--- src/rtl/mem_stage_pkg.sv ---
// Shared types and constants for the data-memory access stage.
package mem_stage_pkg;

  typedef enum logic [1:0] {StIdle, StReq, StDone} state_e;
  typedef enum logic [1:0] {WidthB, WidthH, WidthW} width_e;

  localparam logic [2:0] F3Byte  = 3'b000;
  localparam logic [2:0] F3Half  = 3'b001;
  localparam logic [2:0] F3Word  = 3'b010;
  localparam logic [2:0] F3ByteU = 3'b100;
  localparam logic [2:0] F3HalfU = 3'b101;

  localparam int unsigned WaitMaxDefault = 15;

  // Unused funct3 codes fall through to word width.
  function automatic width_e f3_width(input logic [2:0] f3);
    case (f3)
      F3Byte, F3ByteU: return WidthB;
      F3Half, F3HalfU: return WidthH;
      F3Word:          return WidthW;
      default:         return WidthW;
    endcase
  endfunction

  function automatic logic is_misaligned(input logic [2:0] f3, input logic [1:0] lo);
    width_e w;
    w = f3_width(f3);
    return ((w == WidthH) && lo[0]) || ((w == WidthW) && (lo != 2'b00));
  endfunction

endpackage

--- src/rtl/mem_lane_align.sv ---
// Store lane replication / byte enables and load lane select with sign or zero extension.
module mem_lane_align
  import mem_stage_pkg::*;
(
  input  logic [2:0]  funct3_i,
  input  logic [1:0]  addr_lo_i,
  input  logic [31:0] st_data_i,
  input  logic [31:0] ld_word_i,
  output logic [3:0]  st_be_o,
  output logic [31:0] st_data_o,
  output logic [31:0] ld_data_o
);

  width_e      width;
  logic        sign_ext;
  logic [7:0]  ld_b;
  logic [15:0] ld_h;

  assign width    = f3_width(funct3_i);
  assign sign_ext = ~funct3_i[2];
  assign ld_b     = ld_word_i[{addr_lo_i, 3'b000} +: 8];
  assign ld_h     = ld_word_i[{addr_lo_i[1], 4'b0000} +: 16];

  always_comb begin
    st_be_o   = 4'b1111;
    st_data_o = st_data_i;
    ld_data_o = ld_word_i;
    unique case (width)
      WidthB: begin
        st_be_o   = 4'b0001 << addr_lo_i;
        st_data_o = {4{st_data_i[7:0]}};
        ld_data_o = {{24{sign_ext & ld_b[7]}}, ld_b};
      end
      WidthH: begin
        st_be_o   = 4'b0011 << {addr_lo_i[1], 1'b0};
        st_data_o = {2{st_data_i[15:0]}};
        ld_data_o = {{16{sign_ext & ld_h[15]}}, ld_h};
      end
      default: ;
    endcase
  end

endmodule

--- src/rtl/mem_stage_ctrl.sv ---
// Multi-cycle load/store stage with req/ack memory port and stall generation.
// Optional misalignment trap: define MEM_STAGE_MISALIGN_TRAP_EN.
module mem_stage_ctrl
  import mem_stage_pkg::*;
#(
  parameter int unsigned WAIT_MAX = WaitMaxDefault
) (
  input  logic        clk,
  input  logic        INT,
  input  logic [31:0] z,
  input  logic [31:0] rd2,
  input  logic [2:0]  funct3,
  input  logic        MemRead,
  input  logic        MemWrite,
  output logic [31:0] memOut,
  output logic        stall,
  output logic        err,
  output logic        misalign,
  output logic        mreq,
  output logic        mwe,
  output logic [31:0] maddr,
  output logic [31:0] mwdata,
  output logic [3:0]  mbe,
  input  logic [31:0] mrdata,
  input  logic        mack
);

  localparam int unsigned   CntW    = $clog2(WAIT_MAX + 1);
  localparam logic [CntW-1:0] CntLast = CntW'(WAIT_MAX - 1);

  state_e          state_q, state_d;
  logic [CntW-1:0] cnt_q, cnt_d;
  logic            we_q, we_d;
  logic [2:0]      f3_q, f3_d;
  logic [1:0]      lo_q, lo_d;
  logic [31:0]     maddr_q, maddr_d;
  logic [31:0]     mwdata_q, mwdata_d;
  logic [3:0]      mbe_q, mbe_d;
  logic [31:0]     memout_q, memout_d;
  logic            err_q, err_d;
  logic            mis_q, mis_d;

  logic        access, in_idle, trap;
  logic [2:0]  align_f3;
  logic [1:0]  align_lo;
  logic [3:0]  st_be;
  logic [31:0] st_data, ld_data;

  assign access  = MemRead | MemWrite;
  assign in_idle = (state_q == StIdle);

  // Store lanes come from live EX inputs at capture; load lanes from the captured access.
  assign align_f3 = in_idle ? funct3 : f3_q;
  assign align_lo = in_idle ? z[1:0] : lo_q;

`ifdef MEM_STAGE_MISALIGN_TRAP_EN
  assign trap = is_misaligned(funct3, z[1:0]);
`else
  assign trap = 1'b0;
`endif

  mem_lane_align u_align (
    .funct3_i  (align_f3),
    .addr_lo_i (align_lo),
    .st_data_i (rd2),
    .ld_word_i (mrdata),
    .st_be_o   (st_be),
    .st_data_o (st_data),
    .ld_data_o (ld_data)
  );

  always_comb begin
    state_d  = state_q;
    cnt_d    = cnt_q;
    we_d     = we_q;
    f3_d     = f3_q;
    lo_d     = lo_q;
    maddr_d  = maddr_q;
    mwdata_d = mwdata_q;
    mbe_d    = mbe_q;
    memout_d = memout_q;
    err_d    = 1'b0;
    mis_d    = 1'b0;
    unique case (state_q)
      StIdle: begin
        if (access) begin
          we_d     = MemWrite;
          f3_d     = funct3;
          lo_d     = z[1:0];
          maddr_d  = {z[31:2], 2'b00};
          mwdata_d = MemWrite ? st_data : 32'd0;
          mbe_d    = MemWrite ? st_be : 4'b1111;
          cnt_d    = '0;
          if (trap) begin
            state_d  = StDone;
            mis_d    = 1'b1;
            memout_d = 32'd0;
          end else begin
            state_d = StReq;
          end
        end
      end
      StReq: begin
        if (mack) begin
          if (!we_q) memout_d = ld_data;
          state_d = StDone;
        end else if (cnt_q == CntLast) begin
          state_d  = StDone;
          err_d    = 1'b1;
          memout_d = 32'd0;
        end else begin
          cnt_d = cnt_q + 1'b1;
        end
      end
      StDone:  state_d = StIdle;
      default: state_d = StIdle;
    endcase
  end

  always_ff @(posedge clk) begin
    if (INT) begin
      state_q  <= StIdle;
      cnt_q    <= '0;
      we_q     <= 1'b0;
      f3_q     <= 3'd0;
      lo_q     <= 2'd0;
      maddr_q  <= 32'd0;
      mwdata_q <= 32'd0;
      mbe_q    <= 4'd0;
      memout_q <= 32'd0;
      err_q    <= 1'b0;
      mis_q    <= 1'b0;
    end else begin
      state_q  <= state_d;
      cnt_q    <= cnt_d;
      we_q     <= we_d;
      f3_q     <= f3_d;
      lo_q     <= lo_d;
      maddr_q  <= maddr_d;
      mwdata_q <= mwdata_d;
      mbe_q    <= mbe_d;
      memout_q <= memout_d;
      err_q    <= err_d;
      mis_q    <= mis_d;
    end
  end

  assign mreq     = (state_q == StReq);
  assign mwe      = mreq & we_q;
  assign stall    = ~INT & ((in_idle & access) | mreq);
  assign maddr    = maddr_q;
  assign mwdata   = mwdata_q;
  assign mbe      = mbe_q;
  assign memOut   = memout_q;
  assign err      = err_q;
  assign misalign = mis_q;

endmodule

--- config.mk ---
export PLATFORM = sky130hd
export DESIGN_NAME = mem_stage_ctrl
export DESIGN_NICKNAME = d
export VERILOG_FILES = /design/src/rtl/mem_stage_pkg.sv /design/src/rtl/mem_lane_align.sv /design/src/rtl/mem_stage_ctrl.sv
export SDC_FILE = /design/constraint.sdc
export NUM_CORES = 1
export LEC_CHECK = 0
export CORE_UTILIZATION = 32
export CTS_BUF_LIST = sky130_fd_sc_hd__clkbuf_4
export DETAILED_ROUTE_END_ITERATION = 7
export DONT_BUFFER_PORTS = 1
export SETUP_SLACK_MARGIN = 0.2
export SLEW_MARGIN = 20
export SYNTH_ARGS = -nofsm -noshare
export SYNTH_HDL_FRONTEND = slang
export SYNTH_HIERARCHICAL = 1
export SYNTH_SLANG_ARGS = --single-unit
--- constraint.sdc ---
create_clock -name clk -period 6.9 [get_ports clk]
set_clock_uncertainty 0.15 [all_clocks]
set_input_delay 1.38 -clock clk [delete_from_list [all_inputs] [get_ports clk]]
set_output_delay 1.38 -clock clk [all_outputs]
set_load 0.01 [all_outputs]
After elaboration in Yosys (flattened, before gate mapping)
Cells that the tools add are included.
{"block": "word_totals", "out_inout_bits": 105, "elab_cells": 68, "ff_bits": 111}
{"block": "classes", "n_eq_ne": 11, "n_bitwise": 10, "n_reduce_logical": 12, "addsub": 1, "muxes": 20, "n_shift": 4}
{"cell": "$mux 32", "count": 4}
{"cell": "$pmux 32 s2", "count": 2}
{"cell": "$shiftx 32x6->16", "count": 1}
{"cell": "$shiftx 32x6->8", "count": 1}
{"cell": "$mux 4", "count": 4}
{"cell": "$pmux 4 s2", "count": 2}
{"cell": "$mux 2", "count": 4}
{"cell": "$ne 2x2->1 const B", "count": 4}
{"cell": "$pmux 2 s2", "count": 2}
{"cell": "$eq 3x3->1 const B", "count": 2}
{"cell": "$and 1x1->1", "count": 5}
{"cell": "$add 4x1->4 const B", "count": 1}
{"cell": "$eq 2x1->1 const B", "count": 2}
{"cell": "$eq 4x4->1 const B", "count": 1}
{"cell": "$logic_not 2->1", "count": 2}
{"cell": "$reduce_and 2->1", "count": 2}
{"cell": "$reduce_and 4->1", "count": 1}
{"cell": "$reduce_bool 2->1", "count": 2}
{"cell": "$reduce_or 2->1", "count": 2}
{"cell": "$shl 1x2->4 const A", "count": 1}
{"cell": "$shl 2x2->4 const A", "count": 1}
{"cell": "$eq 3x1->1 const B", "count": 1}
{"cell": "$logic_not 3->1", "count": 1}
{"cell": "$mux 3", "count": 1}
{"cell": "6 further kinds", "count": 9}

Logic depth before layout (Yosys ltp)
Gate-level depths: netlist of the first run.
{"block": "depth", "word_depth": 9, "depth_mapped": 14}

Hierarchy
The synthesis of the first run kept the hierarchy.
{"module": "mem_stage_ctrl", "cells_per_inst": 537, "area_per_inst_um2": 4379.2, "instances": 1, "seq_area_each_um2": 2222.1}
{"module": "mem_lane_align", "cells_per_inst": 189, "area_per_inst_um2": 1262.5, "instances": 1, "seq_area_each_um2": 0.0}

Worst setup path before layout of the first run
Ideal clock, no wire load.
{"block": "synth_path", "path_kind": "input-to-output", "start": "input MemWrite", "end": "output stall", "required_ps": 5370, "n_path_buf": 2, "t_arrival_ps": 2216, "stages": 5, "path_slack_ps": 3154, "path_cell_list": "or2_2 > clkbuf_1 > clkbuf_1 > nand2_1 > a21oi_1"}
{"block": "synth_between", "elab_chain_len": 4}
{"element": "from (decl)", "line": "mem_stage_ctrl.sv:14", "source": "input logic MemWrite,"}
{"element": "$or 1x1->1", "line": "mem_stage_ctrl.sv:49", "source": "assign access = MemRead | MemWrite;"}
{"element": "$and 1x1->1", "line": "mem_stage_ctrl.sv:150", "source": "assign stall = ~INT & ((in_idle & access) | mreq);"}
{"element": "$or 1x1->1", "line": "mem_stage_ctrl.sv:150"}
{"element": "$and 1x1->1", "line": "mem_stage_ctrl.sv:150"}
{"element": "to (decl)", "line": "mem_stage_ctrl.sv:16", "source": "output logic stall,"}
No other way between the ends.

Worst setup path after layout of the first run
{"block": "layout_path", "start": "input MemRead", "end": "output stall"}
{"block": "layout_between", "elab_chain_len": 4}
{"element": "from (decl)", "line": "mem_stage_ctrl.sv:13", "source": "input logic MemRead,"}
{"element": "$or 1x1->1", "line": "mem_stage_ctrl.sv:49"}
{"element": "$and 1x1->1", "line": "mem_stage_ctrl.sv:150"}
{"element": "$or 1x1->1", "line": "mem_stage_ctrl.sv:150"}
{"element": "$and 1x1->1", "line": "mem_stage_ctrl.sv:150"}
No other way between the ends.

==> impl_metrics.py, run 1 <==
metrics = {
    "layout": {
        "nNetsFinal": 765,
        "areaGrowthSynthToFinish_pct": 2.20,
        "drive_above_1_share_pct": 7.23,
        "num-fill-cells": 1865,
        "ff_latch_area_um2": 2220,
        "multi_input_area_um2": 3030,
    },
    "sta": {
        "rsz0062_at_grt": "false",
        "relSlewSlack_pct": 27.8,
        "setup_viol": 0,
        "hold_viol_final": 0,
        "finalCritPeriodShare_pct": 57.6,
        "fin_crit_ns": 3.97,
        "layout_setup_ws_ns": 2.93,
        "drv_slew": 0,
        "worstMarginPinSlew_ns": 1.08,
        "setup_tns_ns": 0,
        "timing.fmax_mhz": 252,
    },
    "floorplanning": {
        "start_util_pct": 32.7,
        "dieArea_um2": 18200,
        "coreArea_um2": 17200,
        "die_width_um": 135,
        "row_count": 48,
        "die_h_um": 135,
        "io_pins": 209,
    },
    "detailed_routing": {
        "wirelength_mm": 17.9,
        "first_pass_iters": 5,
        "viasPerCell": 5.81,
        "drc_errors": 0,
        "drt_iter0_drc": 324,
        "vias": 5173,
        "post_drt_wl_per_cell_um": 20.1,
        "ant_nets": 0,
    },
    "grt": {
        "grt_pass1_vias": 4800,
        "grt_start_max_net_pins": 113,
        "antenna_found_initial": 1,
        "use_met2_pct": 29.5,
        "gr-usage-all-layers_pct": 18.8,
        "met3_usage_pct": 8.41,
        "grt_busiest_layer": "met2",
        "grt_pass1_wl_mm": 26.8,
        "overflow": 0,
        "use_met1_pct": 23.1,
    },
    "clocking": {
        "post_cts_buffers": 0,
        "clk_pin_slew_ns": 0.19,
        "clock-sinks": 111,
        "cts_resized": 0,
        "clock_latency_ns": 0.49,
        "cts_tree": "yes",
        "root_buffer": "clkbuf_4",
        "clockBufferDepth": 2,
        "htree_levels": 3,
        "holdBufCountCts": 0,
        "numCtsBuffers": 9,
    },
    "worst_setup_path": {
        "path_class": "in -> out",
        "r2r-end": "memOut[13]$_SDFFE_PP0P_",
        "crit_start": "MemRead",
        "crit_path_start_kind": "primary input",
        "crit_required_ns": 5.37,
        "reg2reg_slack_ns": 3.14,
        "crit_path_end": "stall",
        "setup.worst_path.end_class": "primary output",
        "reg2regPathDepth": 7,
        "reg2reg_from": "state_q[1]$_SDFFE_PP0P_",
        "cp.arrival_ns": 2.44,
        "cp_max_fo": 40,
    },
    "yosys": {
        "synth_top_area_cell": "dfxtp_1",
        "yosysMostFrequentCell": "dfxtp_1",
        "synthArstFlopShare_pct": 0,
        "postSynth.topFlopCell": "dfxtp_1",
        "synth_area_per_cell_um2": 7.77,
        "synth_top_area_share_pct": 39.4,
        "synth_common_cells": "111 x dfxtp_1, 108 x a21oi_1, 87 x nand2_1, 76 x o21ai_0, 69 x nand3_1",
        "syn_area_um2": 5640,
        "synthTopCellsByArea": "dfxtp_1 39%, a21oi_1 9.6%, o21ai_0 6.7%",
        "synth_cells": 726,
        "synth_cell_type_count": 44,
        "synth_edf_count": 0,
        "synth-seq-cells": 111,
        "yosysWarnings": 6,
        "synth_seq_area_share_pct": 39.4,
    },
    "power": {
        "p_leak_nw": 1.97,
        "power_density_nw_per_um2": 247,
        "ir_worst_vdd_mv": 0.0891,
    },
    "placement": {
        "dp_hpwl_mm": 11.5,
        "place_ws_ns": 2.91,
        "io_buffers": 0,
        "place_congestion": 0.807,
    },
    "outcome": {
        "status": "complete, no violations",
    },
    "run": {
        "cap_violations": 0,
    },
    "hold_path": {
        "min_path_type": "reg -> reg",
    },
}
==> placed cells by master, fill, tap and decap left out, types with 5 or more instances in the layout <==
| cell | instances |
|---|---|
| inv_1 | 6 |
| clkbuf_4 | 9 |
| a21oi_1 | 108 |
| dfxtp_1 | 111 |
| nor2_1 | 16 |
| nand2_1 | 86 |
| nor2b_1 | 20 |
| o221ai_1 | 11 |
| nor3_1 | 5 |
| or2_2 | 5 |
| buf_4 | 7 |
| mux2i_1 | 16 |
| o22ai_1 | 17 |
| a221o_1 | 7 |
| o21ai_0 | 76 |
| nand3_1 | 69 |
| a22oi_1 | 39 |
| mux2_2 | 9 |
==> critical path, cell delays in order <==
cell,delay (ns)
or2_2,0.59
nand2_1,0.15
a21oi_1,0.32
==> metrics by stage <==
stage | utilization [%] | instance area (µm²) | total power, mW | hold WS [ns] | instances
after global placement | 32.5 | 5610 | 1.07 | 0.310 | 873
after floorplan | - | 5650 | 1.02 | 0.304 | 728
after detailed placement | 32.5 | 5610 | 1.08 | 0.312 | 873
after global routing | 33.4 | 5770 | 1.50 | 0.357 | 890
after CTS | 33.4 | 5760 | 1.44 | 0.335 | 889
final | 33.4 | 5770 | 1.43 | 0.339 | 890
==> cell type report <==
class	count	area share (%)
clock inverter	7	1.54
timing repair buffer	7	0.911
clock buffer	9	1.17
antenna	1	0.0434
inverter	6	0.391
tap	225	4.88
multi-input combinational	524	52.5
sequential	111	38.5
==> where the power goes <==
group / internal [mW] / total [mW] / switching (mW)
sequential: 0.694 / 0.759 / 0.0657
combinational: 0.115 / 0.305 / 0.190
clock: 0.0929 / 0.361 / 0.268
==> logic make-up after synthesis <==
logic type | share of synthesized area [%]
AND/OR/NAND/NOR | 18.9
flip-flops | 39.4
adder cells (fa/ha/maj) | 0.443
AO/OA/AOI/OAI | 28.3
other | 0.0665
buffers and inverters | 7.74
multiplexers | 5.17
==> registers in the layout, summed over array words and instances (netlist names) <==
name     cells
f3_q         3
lo_q         2
maddr       30
err          1
cnt_q        4
state_q      2
we_q         1
memOut      32
mwdata      32
mbe          4
==> per-layer routing <==
| layer | vias to the layer above | routed length (µm) | share of wire (%) |
|---|---|---|---|
| li1 | 2462 | - | - |
| met1 | 2468 | 7390 | 41 |
| met2 | 225 | 8090 | 45 |
| met3 | 18 | 2070 | 12 |
| met4 | 0 | 340 | 1.9 |
| met5 | - | 0 | 0 |
==> how the worst min path moves through the flow <==
stage / start / to / slack (ns) / cells past startpoint
2_1_floorplan: f3_q[0]$_SDFFE_PP0P_ / f3_q[0]$_SDFFE_PP0P_ / 0.30 / 2
4_1_cts: lo_q[0]$_SDFFE_PP0P_ / lo_q[0]$_SDFFE_PP0P_ / 0.34 / 2
3_3_place_gp: lo_q[1]$_SDFFE_PP0P_ / lo_q[1]$_SDFFE_PP0P_ / 0.31 / 2
6_report: f3_q[0]$_SDFFE_PP0P_ / f3_q[0]$_SDFFE_PP0P_ / 0.34 / 2
3_5_place_dp: lo_q[0]$_SDFFE_PP0P_ / lo_q[0]$_SDFFE_PP0P_ / 0.31 / 2
5_1_grt: lo_q[0]$_SDFFE_PP0P_ / lo_q[0]$_SDFFE_PP0P_ / 0.36 / 2
(Power assumes the default switching activity.)
==> run 2, diff against run 1 <==
clock period = 3.75 ns   (was 6.9 ns; I/O delays follow)
==> run 2 against run 1 <==
  * Total power up 83%
  * Die area unchanged
  * Combinational power up 86%
  * First-iteration DRC count up 20%
  * Critical endpoint unchanged
  * Sequential share of layout area down 0.22 points
  * Largest cell class unchanged
  * Global-route usage up 0.55 points
  * Utilization up 0.19 points
  * Critical path type is now reg -> out
  * Critical path depth up 1
  * Via count down 1.1%
  * Sequential cell count unchanged
  * Hold slack worse by 0.17 ns
==> impl_metrics.py, run 2 (synthesized netlist as in run 1, its figures left out) <==
metrics = {
    "power": {
        "power_density_nw_per_um2": 450,
        "p_leak_nw": 2.00,
        "ir_worst_vdd_mv": 0.159,
        "fin_total_pwr_mw": 2.61,
    },
    "detailed_routing": {
        "drc_errors": 0,
        "vias": 5115,
        "ant_nets": 0,
        "wirelength_mm": 18.1,
        "viasPerCell": 5.72,
        "post_drt_wl_per_cell_um": 20.2,
        "first_pass_iters": 5,
        "drt_iter0_drc": 388,
    },
    "floorplanning": {
        "die_width_um": 135,
        "die_h_um": 135,
        "start_util_pct": 32.7,
        "dieArea_um2": 18200,
        "coreArea_um2": 17200,
        "row_count": 48,
        "io_pins": 209,
    },
    "layout": {
        "num-fill-cells": 1810,
        "drive_above_1_share_pct": 7.91,
        "diodes": 0,
        "layout_commonest_cell": "dfxtp_1",
        "areaGrowthSynthToFinish_pct": 2.77,
        "nNetsFinal": 771,
        "fin_util_pct": 33.6,
        "final_cell_mix": "111 x dfxtp_1, 108 x a21oi_1, 86 x nand2_1",
    },
    "sta": {
        "whs_ns": 0.170,
        "fin_crit_ns": 2.92,
        "timing.fmax_mhz": 342,
        "hold_viol_final": 0,
        "worstMarginPinSlew_ns": 0.732,
        "setup_tns_ns": 0,
        "drv_slew": 0,
        "finalCritPeriodShare_pct": 77.9,
        "rsz0062_at_grt": "false",
        "relSlewSlack_pct": 51.2,
        "setup_viol": 0,
    },
    "clocking": {
        "post_cts_buffers": 0,
        "clockBufferDepth": 2,
        "numCtsBuffers": 9,
        "clk_pin_slew_ns": 0.18,
        "cts_resized": 0,
        "htree_levels": 3,
        "cts_tree": "yes",
        "clock-sinks": 111,
        "holdBufCountCts": 0,
        "clock_latency_ns": 0.47,
        "root_buffer": "clkbuf_4",
    },
    "placement": {
        "dp_hpwl_mm": 11.8,
        "io_buffers": 0,
        "place_congestion": 0.855,
    },
    "outcome": {
        "status": "complete, no violations",
    },
    "grt": {
        "antenna_found_initial": 0,
        "grt_pass1_vias": 4864,
        "grt_pass1_wl_mm": 27.5,
        "overflow": 0,
        "gr-usage-all-layers_pct": 19.4,
        "grt_start_max_net_pins": 113,
    },
    "worst_setup_path": {
        "setup.worst_path.end_class": "primary output",
        "path_class": "reg -> out",
        "crit_required_ns": 2.85,
        "crit_path_start_kind": "flip-flop",
        "cp.arrival_ns": 2.02,
        "cp_max_fo": 34,
    },
    "run": {
        "cap_violations": 0,
    },
    "hold_path": {
        "min_path_type": "in -> reg",
    },
}
## run 2: cell types whose count changed in the layout (fill, tap and decap cells not counted), sizes merged
cell / previous run / this run
buf: 7 / 13
bufinv: 0 / 1
clkinvlp: 0 / 1
diode: 1 / 0
inv: 11 / 9
## run 2: worst paths after layout
check	from	endpoint	slack, ns	cells after the start
worst max register to register	state_q[1]$_SDFFE_PP0P_	memOut[14]$_SDFFE_PP0P_	0.99	8
worst min-delay path	INT	mwdata[20]$_SDFFE_PP0P_	0.17	1
worst min register to register	f3_q[0]$_SDFFE_PP0P_	f3_q[0]$_SDFFE_PP0P_	0.33	2
worst max-delay path	state_q[1]$_SDFFE_PP0P_	stall	0.83	4
## run 2: where the power goes
part           internal [mW]  switching [mW]  total [mW]
clock network          0.212           0.433       0.645
registers               1.28           0.122        1.40
logic                  0.217           0.349       0.567
total                   1.71           0.904        2.61
## run 2: routing by layer
metal	up-vias	wire length, µm	track usage (%)
met2	198	8320	30.2
met3	22	1980	7.77
met1	2427	7450	23.8
met5	-	0	0
li1	2468	-	-
met4	0	333	7.55
## run 2: critical path, cell delays in order (launching register included)
cell     delay [ns]
dfxtp_1        0.43
nor2_4         0.27
buf_4          0.39
nand2_1        0.12
a21oi_1        0.34
## run 2: area by class of cell
type	count	area (µm²)	share of cell area, %
Clock inverter	7	78.8	1.36
Sequential cell	111	2220	38.3
Timing Repair Buffer	13	97.6	1.68
Multi-Input combinational cell	524	3030	52.2
Clock buffer	9	67.6	1.17
Tap cell	225	282	4.86
Inverter	6	22.5	0.388
## run 2: stage by stage
stage | std cells | area, µm² | setup WS, ns
after global routing | 895 | 5800 | 0.615
after global placement | 879 | 5650 | 1.04
after CTS | 895 | 5800 | 0.711
after detailed placement | 879 | 5650 | 1.02
after floorplan | 728 | 5650 | 1.23
final | 895 | 5800 | 0.829
